==> src/rtl/axi_err_log_pkg.sv <==
// Shared types and constants for the terminating AXI error-logging subordinate.
// Default AXI structs describe a 1-bit ID, 48-bit address, 64-bit data bus.
package axi_err_log_pkg;

  localparam int unsigned TimestampWidth  = 32;
  localparam logic [63:0] RespDataDefault = 64'hBADCAB1E_BADCAB1E;
  localparam logic [1:0]  RespDecerr      = 2'b11;

  localparam int unsigned DfltIdWidth   = 1;
  localparam int unsigned DfltAddrWidth = 48;
  localparam int unsigned DfltDataWidth = 64;

  typedef enum logic [1:0] {
    W_IDLE,
    W_DATA,
    W_RESP
  } w_state_e;

  typedef enum logic {
    R_IDLE,
    R_DATA
  } r_state_e;

  typedef struct packed {
    logic [DfltIdWidth-1:0]   id;
    logic [DfltAddrWidth-1:0] addr;
    logic [7:0]               len;
    logic [2:0]               size;
    logic [1:0]               burst;
    logic                     lock;
    logic [3:0]               cache;
    logic [2:0]               prot;
    logic [3:0]               qos;
    logic [3:0]               region;
    logic [5:0]               atop;
  } dflt_aw_chan_t;

  typedef struct packed {
    logic [DfltDataWidth-1:0]   data;
    logic [DfltDataWidth/8-1:0] strb;
    logic                       last;
  } dflt_w_chan_t;

  typedef struct packed {
    logic [DfltIdWidth-1:0] id;
    logic [1:0]             resp;
  } dflt_b_chan_t;

  typedef struct packed {
    logic [DfltIdWidth-1:0]   id;
    logic [DfltAddrWidth-1:0] addr;
    logic [7:0]               len;
    logic [2:0]               size;
    logic [1:0]               burst;
    logic                     lock;
    logic [3:0]               cache;
    logic [2:0]               prot;
    logic [3:0]               qos;
    logic [3:0]               region;
  } dflt_ar_chan_t;

  typedef struct packed {
    logic [DfltIdWidth-1:0]   id;
    logic [DfltDataWidth-1:0] data;
    logic [1:0]               resp;
    logic                     last;
  } dflt_r_chan_t;

  typedef struct packed {
    dflt_aw_chan_t aw;
    logic          aw_valid;
    dflt_w_chan_t  w;
    logic          w_valid;
    logic          b_ready;
    dflt_ar_chan_t ar;
    logic          ar_valid;
    logic          r_ready;
  } dflt_axi_req_t;

  typedef struct packed {
    logic         aw_ready;
    logic         ar_ready;
    logic         w_ready;
    logic         b_valid;
    dflt_b_chan_t b;
    logic         r_valid;
    dflt_r_chan_t r;
  } dflt_axi_resp_t;

endpackage

==> src/rtl/axi_err_log_capture.sv <==
// Fault counter and first-fault record; a clear is applied before same-cycle handshakes.
// Optional cycle timestamp of the capturing handshake under AXI_ERR_LOG_TIMESTAMP_EN.
module axi_err_log_capture import axi_err_log_pkg::*; #(
  parameter int unsigned AddrWidth = 48,
  parameter int unsigned IdWidth   = 1,
  parameter int unsigned CntWidth  = 16
) (
  input  logic                 clk_i,
  input  logic                 rst_ni,
  input  logic                 clr_i,
  input  logic                 wr_hs_i,
  input  logic [AddrWidth-1:0] wr_addr_i,
  input  logic [IdWidth-1:0]   wr_id_i,
  input  logic                 rd_hs_i,
  input  logic [AddrWidth-1:0] rd_addr_i,
  input  logic [IdWidth-1:0]   rd_id_i,
  output logic                 err_valid_o,
  output logic [AddrWidth-1:0] err_addr_o,
  output logic [IdWidth-1:0]   err_id_o,
  output logic                 err_is_write_o,
  output logic [CntWidth-1:0]  err_count_o
`ifdef AXI_ERR_LOG_TIMESTAMP_EN
  ,
  output logic [TimestampWidth-1:0] err_time_o
`endif
);

  // One extra bit catches the overflow of adding up to two handshakes.
  localparam int unsigned SumWidth = CntWidth + 1;

  logic                 valid_q, valid_d;
  logic [AddrWidth-1:0] addr_q, addr_d;
  logic [IdWidth-1:0]   id_q, id_d;
  logic                 wr_q, wr_d;
  logic [CntWidth-1:0]  cnt_q, cnt_d;
  logic [SumWidth-1:0]  cnt_sum;
`ifdef AXI_ERR_LOG_TIMESTAMP_EN
  logic [TimestampWidth-1:0] cyc_q, time_q, time_d;
`endif

  always_comb begin
    cnt_sum = (clr_i ? '0 : SumWidth'(cnt_q)) + SumWidth'(wr_hs_i) + SumWidth'(rd_hs_i);
    cnt_d   = cnt_sum[CntWidth] ? '1 : cnt_sum[CntWidth-1:0];
    valid_d = valid_q & ~clr_i;
    addr_d  = clr_i ? '0 : addr_q;
    id_d    = clr_i ? '0 : id_q;
    wr_d    = wr_q & ~clr_i;
`ifdef AXI_ERR_LOG_TIMESTAMP_EN
    time_d  = clr_i ? '0 : time_q;
`endif
    // Record the first fault after any clear; the write channel wins a tie.
    if (!valid_d && (wr_hs_i || rd_hs_i)) begin
      valid_d = 1'b1;
      addr_d  = wr_hs_i ? wr_addr_i : rd_addr_i;
      id_d    = wr_hs_i ? wr_id_i : rd_id_i;
      wr_d    = wr_hs_i;
`ifdef AXI_ERR_LOG_TIMESTAMP_EN
      time_d  = cyc_q;
`endif
    end
  end

  always_ff @(posedge clk_i) begin
    if (!rst_ni) begin
      valid_q <= 1'b0;
      addr_q  <= '0;
      id_q    <= '0;
      wr_q    <= 1'b0;
      cnt_q   <= '0;
`ifdef AXI_ERR_LOG_TIMESTAMP_EN
      cyc_q   <= '0;
      time_q  <= '0;
`endif
    end else begin
      valid_q <= valid_d;
      addr_q  <= addr_d;
      id_q    <= id_d;
      wr_q    <= wr_d;
      cnt_q   <= cnt_d;
`ifdef AXI_ERR_LOG_TIMESTAMP_EN
      cyc_q   <= cyc_q + TimestampWidth'(1);
      time_q  <= time_d;
`endif
    end
  end

  assign err_valid_o    = valid_q;
  assign err_addr_o     = addr_q;
  assign err_id_o       = id_q;
  assign err_is_write_o = wr_q;
  assign err_count_o    = cnt_q;
`ifdef AXI_ERR_LOG_TIMESTAMP_EN
  assign err_time_o     = time_q;
`endif

endmodule

==> src/rtl/axi_err_log_slv.sv <==
// Terminating AXI subordinate: drains every AW/W and AR, answers with an error, logs faults.
// Define AXI_ERR_LOG_TIMESTAMP_EN to add the err_time_o cycle timestamp of the first fault.
module axi_err_log_slv import axi_err_log_pkg::*; #(
  parameter int unsigned AxiIdWidth   = 1,
  parameter int unsigned AxiAddrWidth = 48,
  parameter int unsigned CntWidth     = 16,
  parameter logic [1:0]  Resp         = RespDecerr,
  parameter logic [63:0] RespData     = RespDataDefault,
  parameter type         axi_req_t    = dflt_axi_req_t,
  parameter type         axi_resp_t   = dflt_axi_resp_t
) (
  input  logic                    clk_i,
  input  logic                    rst_ni,
  input  axi_req_t                slv_req_i,
  output axi_resp_t               slv_resp_o,
  input  logic                    clr_i,
  output logic                    err_valid_o,
  output logic [AxiAddrWidth-1:0] err_addr_o,
  output logic [AxiIdWidth-1:0]   err_id_o,
  output logic                    err_is_write_o,
  output logic [CntWidth-1:0]     err_count_o
`ifdef AXI_ERR_LOG_TIMESTAMP_EN
  ,
  output logic [TimestampWidth-1:0] err_time_o
`endif
);

  localparam int unsigned BeatWidth = 8;
  localparam int unsigned DataWidth = $bits(slv_resp_o.r.data);

  w_state_e              w_state_q;
  logic                  aw_ready_q, w_ready_q, b_valid_q;
  logic [AxiIdWidth-1:0] b_id_q;

  r_state_e              r_state_q;
  logic                  ar_ready_q, r_valid_q, r_last_q;
  logic [AxiIdWidth-1:0] r_id_q;
  logic [BeatWidth-1:0]  r_len_q, beat_q;

  logic aw_hs, w_hs, b_hs, ar_hs, r_hs;
  logic unused_req;

  assign aw_hs = slv_req_i.aw_valid & aw_ready_q;
  assign w_hs  = slv_req_i.w_valid & w_ready_q;
  assign b_hs  = b_valid_q & slv_req_i.b_ready;
  assign ar_hs = slv_req_i.ar_valid & ar_ready_q;
  assign r_hs  = r_valid_q & slv_req_i.r_ready;

  // Payload, strobes, atop and most attributes are intentionally ignored.
  assign unused_req = ^slv_req_i;

  // Write channel: accept AW, sink W until last, then hold B until taken.
  always_ff @(posedge clk_i) begin
    if (!rst_ni) begin
      w_state_q  <= W_IDLE;
      aw_ready_q <= 1'b1;
      w_ready_q  <= 1'b0;
      b_valid_q  <= 1'b0;
      b_id_q     <= '0;
    end else begin
      case (w_state_q)
        W_IDLE: if (aw_hs) begin
          w_state_q  <= W_DATA;
          aw_ready_q <= 1'b0;
          w_ready_q  <= 1'b1;
          b_id_q     <= slv_req_i.aw.id;
        end
        W_DATA: if (w_hs && slv_req_i.w.last) begin
          w_state_q <= W_RESP;
          w_ready_q <= 1'b0;
          b_valid_q <= 1'b1;
        end
        W_RESP: if (b_hs) begin
          w_state_q  <= W_IDLE;
          b_valid_q  <= 1'b0;
          aw_ready_q <= 1'b1;
        end
        default: begin
          w_state_q  <= W_IDLE;
          aw_ready_q <= 1'b1;
          w_ready_q  <= 1'b0;
          b_valid_q  <= 1'b0;
        end
      endcase
    end
  end

  // Read channel: accept AR, then stream len+1 error beats; r_last is precomputed.
  always_ff @(posedge clk_i) begin
    if (!rst_ni) begin
      r_state_q  <= R_IDLE;
      ar_ready_q <= 1'b1;
      r_valid_q  <= 1'b0;
      r_last_q   <= 1'b0;
      r_id_q     <= '0;
      r_len_q    <= '0;
      beat_q     <= '0;
    end else begin
      case (r_state_q)
        R_IDLE: if (ar_hs) begin
          r_state_q  <= R_DATA;
          ar_ready_q <= 1'b0;
          r_valid_q  <= 1'b1;
          r_id_q     <= slv_req_i.ar.id;
          r_len_q    <= slv_req_i.ar.len;
          beat_q     <= '0;
          r_last_q   <= (slv_req_i.ar.len == '0);
        end
        R_DATA: if (r_hs) begin
          if (r_last_q) begin
            r_state_q  <= R_IDLE;
            ar_ready_q <= 1'b1;
            r_valid_q  <= 1'b0;
            r_last_q   <= 1'b0;
          end else begin
            beat_q   <= beat_q + BeatWidth'(1);
            r_last_q <= ((beat_q + BeatWidth'(1)) == r_len_q);
          end
        end
        default: r_state_q <= R_IDLE;
      endcase
    end
  end

  always_comb begin
    slv_resp_o          = '0;
    slv_resp_o.aw_ready = aw_ready_q;
    slv_resp_o.w_ready  = w_ready_q;
    slv_resp_o.b_valid  = b_valid_q;
    slv_resp_o.b.id     = b_id_q;
    slv_resp_o.b.resp   = Resp;
    slv_resp_o.ar_ready = ar_ready_q;
    slv_resp_o.r_valid  = r_valid_q;
    slv_resp_o.r.id     = r_id_q;
    slv_resp_o.r.data   = DataWidth'(RespData);
    slv_resp_o.r.resp   = Resp;
    slv_resp_o.r.last   = r_last_q;
  end

  axi_err_log_capture #(
    .AddrWidth (AxiAddrWidth),
    .IdWidth   (AxiIdWidth),
    .CntWidth  (CntWidth)
  ) u_capture (
    .clk_i          (clk_i),
    .rst_ni         (rst_ni),
    .clr_i          (clr_i),
    .wr_hs_i        (aw_hs),
    .wr_addr_i      (AxiAddrWidth'(slv_req_i.aw.addr)),
    .wr_id_i        (AxiIdWidth'(slv_req_i.aw.id)),
    .rd_hs_i        (ar_hs),
    .rd_addr_i      (AxiAddrWidth'(slv_req_i.ar.addr)),
    .rd_id_i        (AxiIdWidth'(slv_req_i.ar.id)),
    .err_valid_o    (err_valid_o),
    .err_addr_o     (err_addr_o),
    .err_id_o       (err_id_o),
    .err_is_write_o (err_is_write_o),
    .err_count_o    (err_count_o)
`ifdef AXI_ERR_LOG_TIMESTAMP_EN
    ,
    .err_time_o     (err_time_o)
`endif
  );

endmodule

==> config.mk <==
export PLATFORM = sky130hd
export DESIGN_NAME = axi_err_log_slv
export DESIGN_NICKNAME = d
export VERILOG_FILES = /design/src/rtl/axi_err_log_pkg.sv /design/src/rtl/axi_err_log_capture.sv /design/src/rtl/axi_err_log_slv.sv
export SDC_FILE = /design/constraint.sdc
export NUM_CORES = 1
export LEC_CHECK = 0
export ABC_AREA = 1
export CORE_AREA = 2 2 149 151
export CTS_CLUSTER_DIAMETER = 150
export CTS_CLUSTER_SIZE = 40
export DETAILED_ROUTE_END_ITERATION = 6
export DIE_AREA = 0 0 151 153
export MAX_ROUTING_LAYER = met4
export PLACE_DENSITY_LB_ADDON = 0.25
export SLEW_MARGIN = 5
export SYNTH_ARGS = -nofsm -noshare
export SYNTH_HDL_FRONTEND = slang
export SYNTH_HIERARCHICAL = 1
export SYNTH_SLANG_ARGS = --single-unit
export TNS_END_PERCENT = 1
==> constraint.sdc <==
create_clock -name clk_i -period 3.4 [get_ports clk_i]
set_clock_uncertainty 0.2 [all_clocks]
set_input_delay 1.02 -clock clk_i [delete_from_list [all_inputs] [get_ports clk_i]]
set_output_delay 1.02 -clock clk_i [all_outputs]
set_load 0.1 [all_outputs]
==> impl_metrics.ini <==
[hold_path]
min_path_type = flop to flop
timing.hold.worst_path_depth = 2

[place]
placed_area_um2 = 7050
numPlacedInstances = 1247
dpl.hpwl_um = 11700
routabilityCongestion = 0.823
numPortBuffers = 189

[pwr]
power_density_relative_to_cell_area_nw_per_um2 = 521
power_leakage_nw = 3.34
share_seq_of_total_power_pct = 32.0
net-switching-power_mw = 1.61
cell_internal_pwr_mw = 2.23
comb_power_share_pct = 37.4
power.share.switching_pct = 41.9
irDropWorstVdd_v = 0.000262
power.clock.fraction_pct = 30.6

[finish]
leading_cell_types_in_the_layout_fill_and_taps_excluded = sky130_fd_sc_hd__nand2_1 (321), sky130_fd_sc_hd__clkdlybuf4s50_1 (114), sky130_fd_sc_hd__dfxtp_1 (94)
layout_cell_area_excl_fill_um2 = 7380
fill_cell_total_of_the_finished_layout = 2353
share_of_final_layout_standard_cells_stronger_than_drive_strength_1_pct = 14.1
post_layout_nonfiller_instances = 1263
mostFrequentLayoutCell = sky130_fd_sc_hd__nand2_1
diodes = 0
flow.area_growth_from_synthesis_pct = 41.0
nets = 1224

[logic_synthesis]
netlist_area_um2 = 5230
ys_seq_area_share_pct = 36.0
syn-mean-instance-area_um2 = 6.52
count_of_yosys_warnings_during_synthesis = 6
synth_instances = 802
yosysUniqueCellTypes = 36
postSynthRegisterBits = 94

[critical_path]
crit_path_start = slv_req_i[1]
crit_path_max_fanout = 12
critical_path.reg2reg.endpoint = u_capture/err_count_o[13]
critical_path_required_ns = 3.50
r2r-start = ar_ready_q
worst-endpoint-arrival_ns = 3.33
timing.critical_path.to = u_capture/err_count_o[13]
ff2ff_setup_slack_ns = 0.92
cp_slowest_cell = sky130_fd_sc_hd__clkdlybuf4s50_1
startpoint_type = primary input
ff2ff_path_depth = 13
critPathMaxStageDelay_ns = 0.45
critical_path_start_end_classification = primary input to flop
worst_path_most_repeated_cell = sky130_fd_sc_hd__inv_1
critical_path.endpoint_type = flop
critical_path.cell_chain = clkdlybuf4s50_1 -> nand2_1 -> inv_1 -> inv_1 -> fa_1 -> inv_1 -> ha_1 -> nand4_1 -> inv_2 -> nand4_2 -> buf_12 -> nand3_1 -> nand2_1 -> inv_1

[cts]
cts.reportedPaths.clkPinSlew_ns = 0.07
clk-insertion-delay-late_ns = 0.35
root_buffer = sky130_fd_sc_hd__clkbuf_16
postCtsHoldBufs = 0
cts_num_sinks = 94
post_cts_buffers = 0
post_cts_resize_count = 0
tritoncts.num_buffers = 9
clock_path_buffers = 2
tritoncts = done
cts_htree_levels = 3

[timing]
final_hold_viol_count = 0
period_minus_slack_ns = 3.23
clock.fmax_mhz = 309
whs_ns = 0.260
worst-slew-pin-transition_ns = 0.632
max_slew_margin_pct = 57.8
min_period_over_period_pct = 95.0
slew_viol_final = 0
setup-violations-final = 0
grt_setup_unrepaired = yes

[route]
via_count_of_the_routed_design = 5208
ant_nets = 0
finalWirelength_um = 16200
route.detailed.drc = 0
detail_route.vias_per_cell = 4.12
dr.pass1.iters = 4
initialDrtViolationCount = 224
drt-wirelength-per-cell_um = 12.9

[floorplan]
chipWidth_um = 151
die_y_um = 153
initial_utilization_pct = 24.4
design.die.area_um2 = 23100
floorplan.core_area_um2 = 21500
std_cell_rows = 54
ioPinCount = 386

[grt]
grt_max_degree = 53
grt_usage_pct = 14.3
grt_first_pass_wirelength_um = 25000
grt_pass1_vias = 4782
global_route.overflow_total = 0
antenna_violations_before_repair = 0

[outcome]
status = completed

[run]
maxCapViolations = 0
cells by family after synthesis:
kind of cell,after synthesis,synth area share (%)
and+or+nand+nor,431,33.5
buffers and inverters,159,17.4
AOI/OAI and AO/OA,107,11.0
DFF,94,36.0
xor gates and xnor gates,6,1.15
adders and majority gates,3,0.861
other,2,0.144
Yosys cell counts:
cell type                    n  area, um^2
sky130_fd_sc_hd__o21ai_1     2        10.0
sky130_fd_sc_hd__inv_1      42         158
sky130_fd_sc_hd__conb_1      2        7.51
sky130_fd_sc_hd__o21ai_0    18        90.1
sky130_fd_sc_hd__or2_2       1        6.26
sky130_fd_sc_hd__inv_2       8        30.0
sky130_fd_sc_hd__nor2_1     46         173
sky130_fd_sc_hd__buf_4      77         578
sky130_fd_sc_hd__nor2_4      2        22.5
sky130_fd_sc_hd__xor2_1      2        17.5
sky130_fd_sc_hd__nand3_2     1        10.0
sky130_fd_sc_hd__o21ai_2     2        17.5
sky130_fd_sc_hd__nand2_1   321        1200
sky130_fd_sc_hd__a31oi_1     3        18.8
sky130_fd_sc_hd__xnor2_2     1        16.3
sky130_fd_sc_hd__xnor2_1     3        26.3
sky130_fd_sc_hd__nand4_2     1        12.5
sky130_fd_sc_hd__fa_1        1        20.0
sky130_fd_sc_hd__nor2_2      4        25.0
sky130_fd_sc_hd__o21bai_1    1        7.51
sky130_fd_sc_hd__buf_2      12        60.1
sky130_fd_sc_hd__a21oi_2     6        52.6
sky130_fd_sc_hd__nand3_1    36         180
sky130_fd_sc_hd__ha_1        2        25.0
sky130_fd_sc_hd__nand4_1     8        50.1
sky130_fd_sc_hd__a21oi_1    73         365
sky130_fd_sc_hd__buf_6       1        11.3
sky130_fd_sc_hd__dfxtp_1    94        1880
sky130_fd_sc_hd__o211ai_1    1        7.51
sky130_fd_sc_hd__and2_1      1        6.26
sky130_fd_sc_hd__nand2_2     4        25.0
sky130_fd_sc_hd__nor4_1      2        12.5
sky130_fd_sc_hd__clkbuf_1   19        71.3
sky130_fd_sc_hd__a211oi_1    1        7.51
sky130_fd_sc_hd__nand3b_1    2        15.0
sky130_fd_sc_hd__nor3_1      2        10.0
critical path, delay by kind of cell:
family	cells	cell delay (ns)
buffers and inverters	7	1.08
adders and majority gates	2	0.60
and+or+nand+nor	5	0.61
metal layers:
metal	part of all wire, %	GRT usage [%]	vias to the layer above
li1	-	-	2730
met1	45	17.4	2314
met2	48	23.8	150
met3	5.7	2.69	14
met4	1.4	4.32	0
met5	0	-	-
worst min-delay path by stage:
stage,slack (ns),end,startpoint
after floorplan,0.24,r_len_q[2],r_len_q[2]
after global placement,0.25,u_capture/err_addr_o[19],u_capture/err_addr_o[19]
after detailed placement,0.25,u_capture/err_addr_o[10],u_capture/err_addr_o[10]
after CTS,0.26,u_capture/err_addr_o[10],u_capture/err_addr_o[10]
after global routing,0.28,u_capture/err_addr_o[29],u_capture/err_addr_o[29]
final,0.26,u_capture/err_addr_o[10],u_capture/err_addr_o[10]
area by class of cell:
| class | instances | area, um^2 | area share (%) |
|---|---|---|---|
| flip-flops and latches | 94 | 1880 | 25.5 |
| inverters | 50 | 188 | 2.54 |
| well taps | 280 | 350 | 4.75 |
| clock inverters | 4 | 95.1 | 1.29 |
| repair buffers | 208 | 1920 | 26.0 |
| clock buffers | 12 | 236 | 3.21 |
| multi-input cells | 615 | 2710 | 36.7 |
per-stage QoR:
step / TNS, ns / setup slack, ns / util, % / power [mW]
5_1_grt: -0.0124 / -0.0124 / 34.3 / 4.02
6_report: 0 / 0.169 / 34.3 / 3.85
3_5_place_dp: -2.05 / -0.191 / 32.8 / 2.71
3_3_place_gp: -2.11 / -0.199 / 32.8 / 2.71
2_1_floorplan: 0 / 0.138 / - / 2.40
4_1_cts: 0 / 0.159 / 34.3 / 3.90
flip-flops by register name, indices dropped and copies added, names as in the netlist, 2 cells and up:
signal and flops:
r_len_q 8, u_capture/err_count_o 16, w_state_q 2, u_capture/err_addr_o 48, beat_q 8
power groups by stage:
stage / sequential [mW] / clock, mW / combinational [mW]
final: 1.23 / 1.18 / 1.44
after global routing: 1.24 / 1.25 / 1.53
after CTS: 1.23 / 1.21 / 1.46
after detailed placement: 1.25 / 0 / 1.45
after global placement: 1.25 / 0 / 1.45
after floorplan: 1.64 / 0 / 0.761
Power figures use the tool's default switching activity.
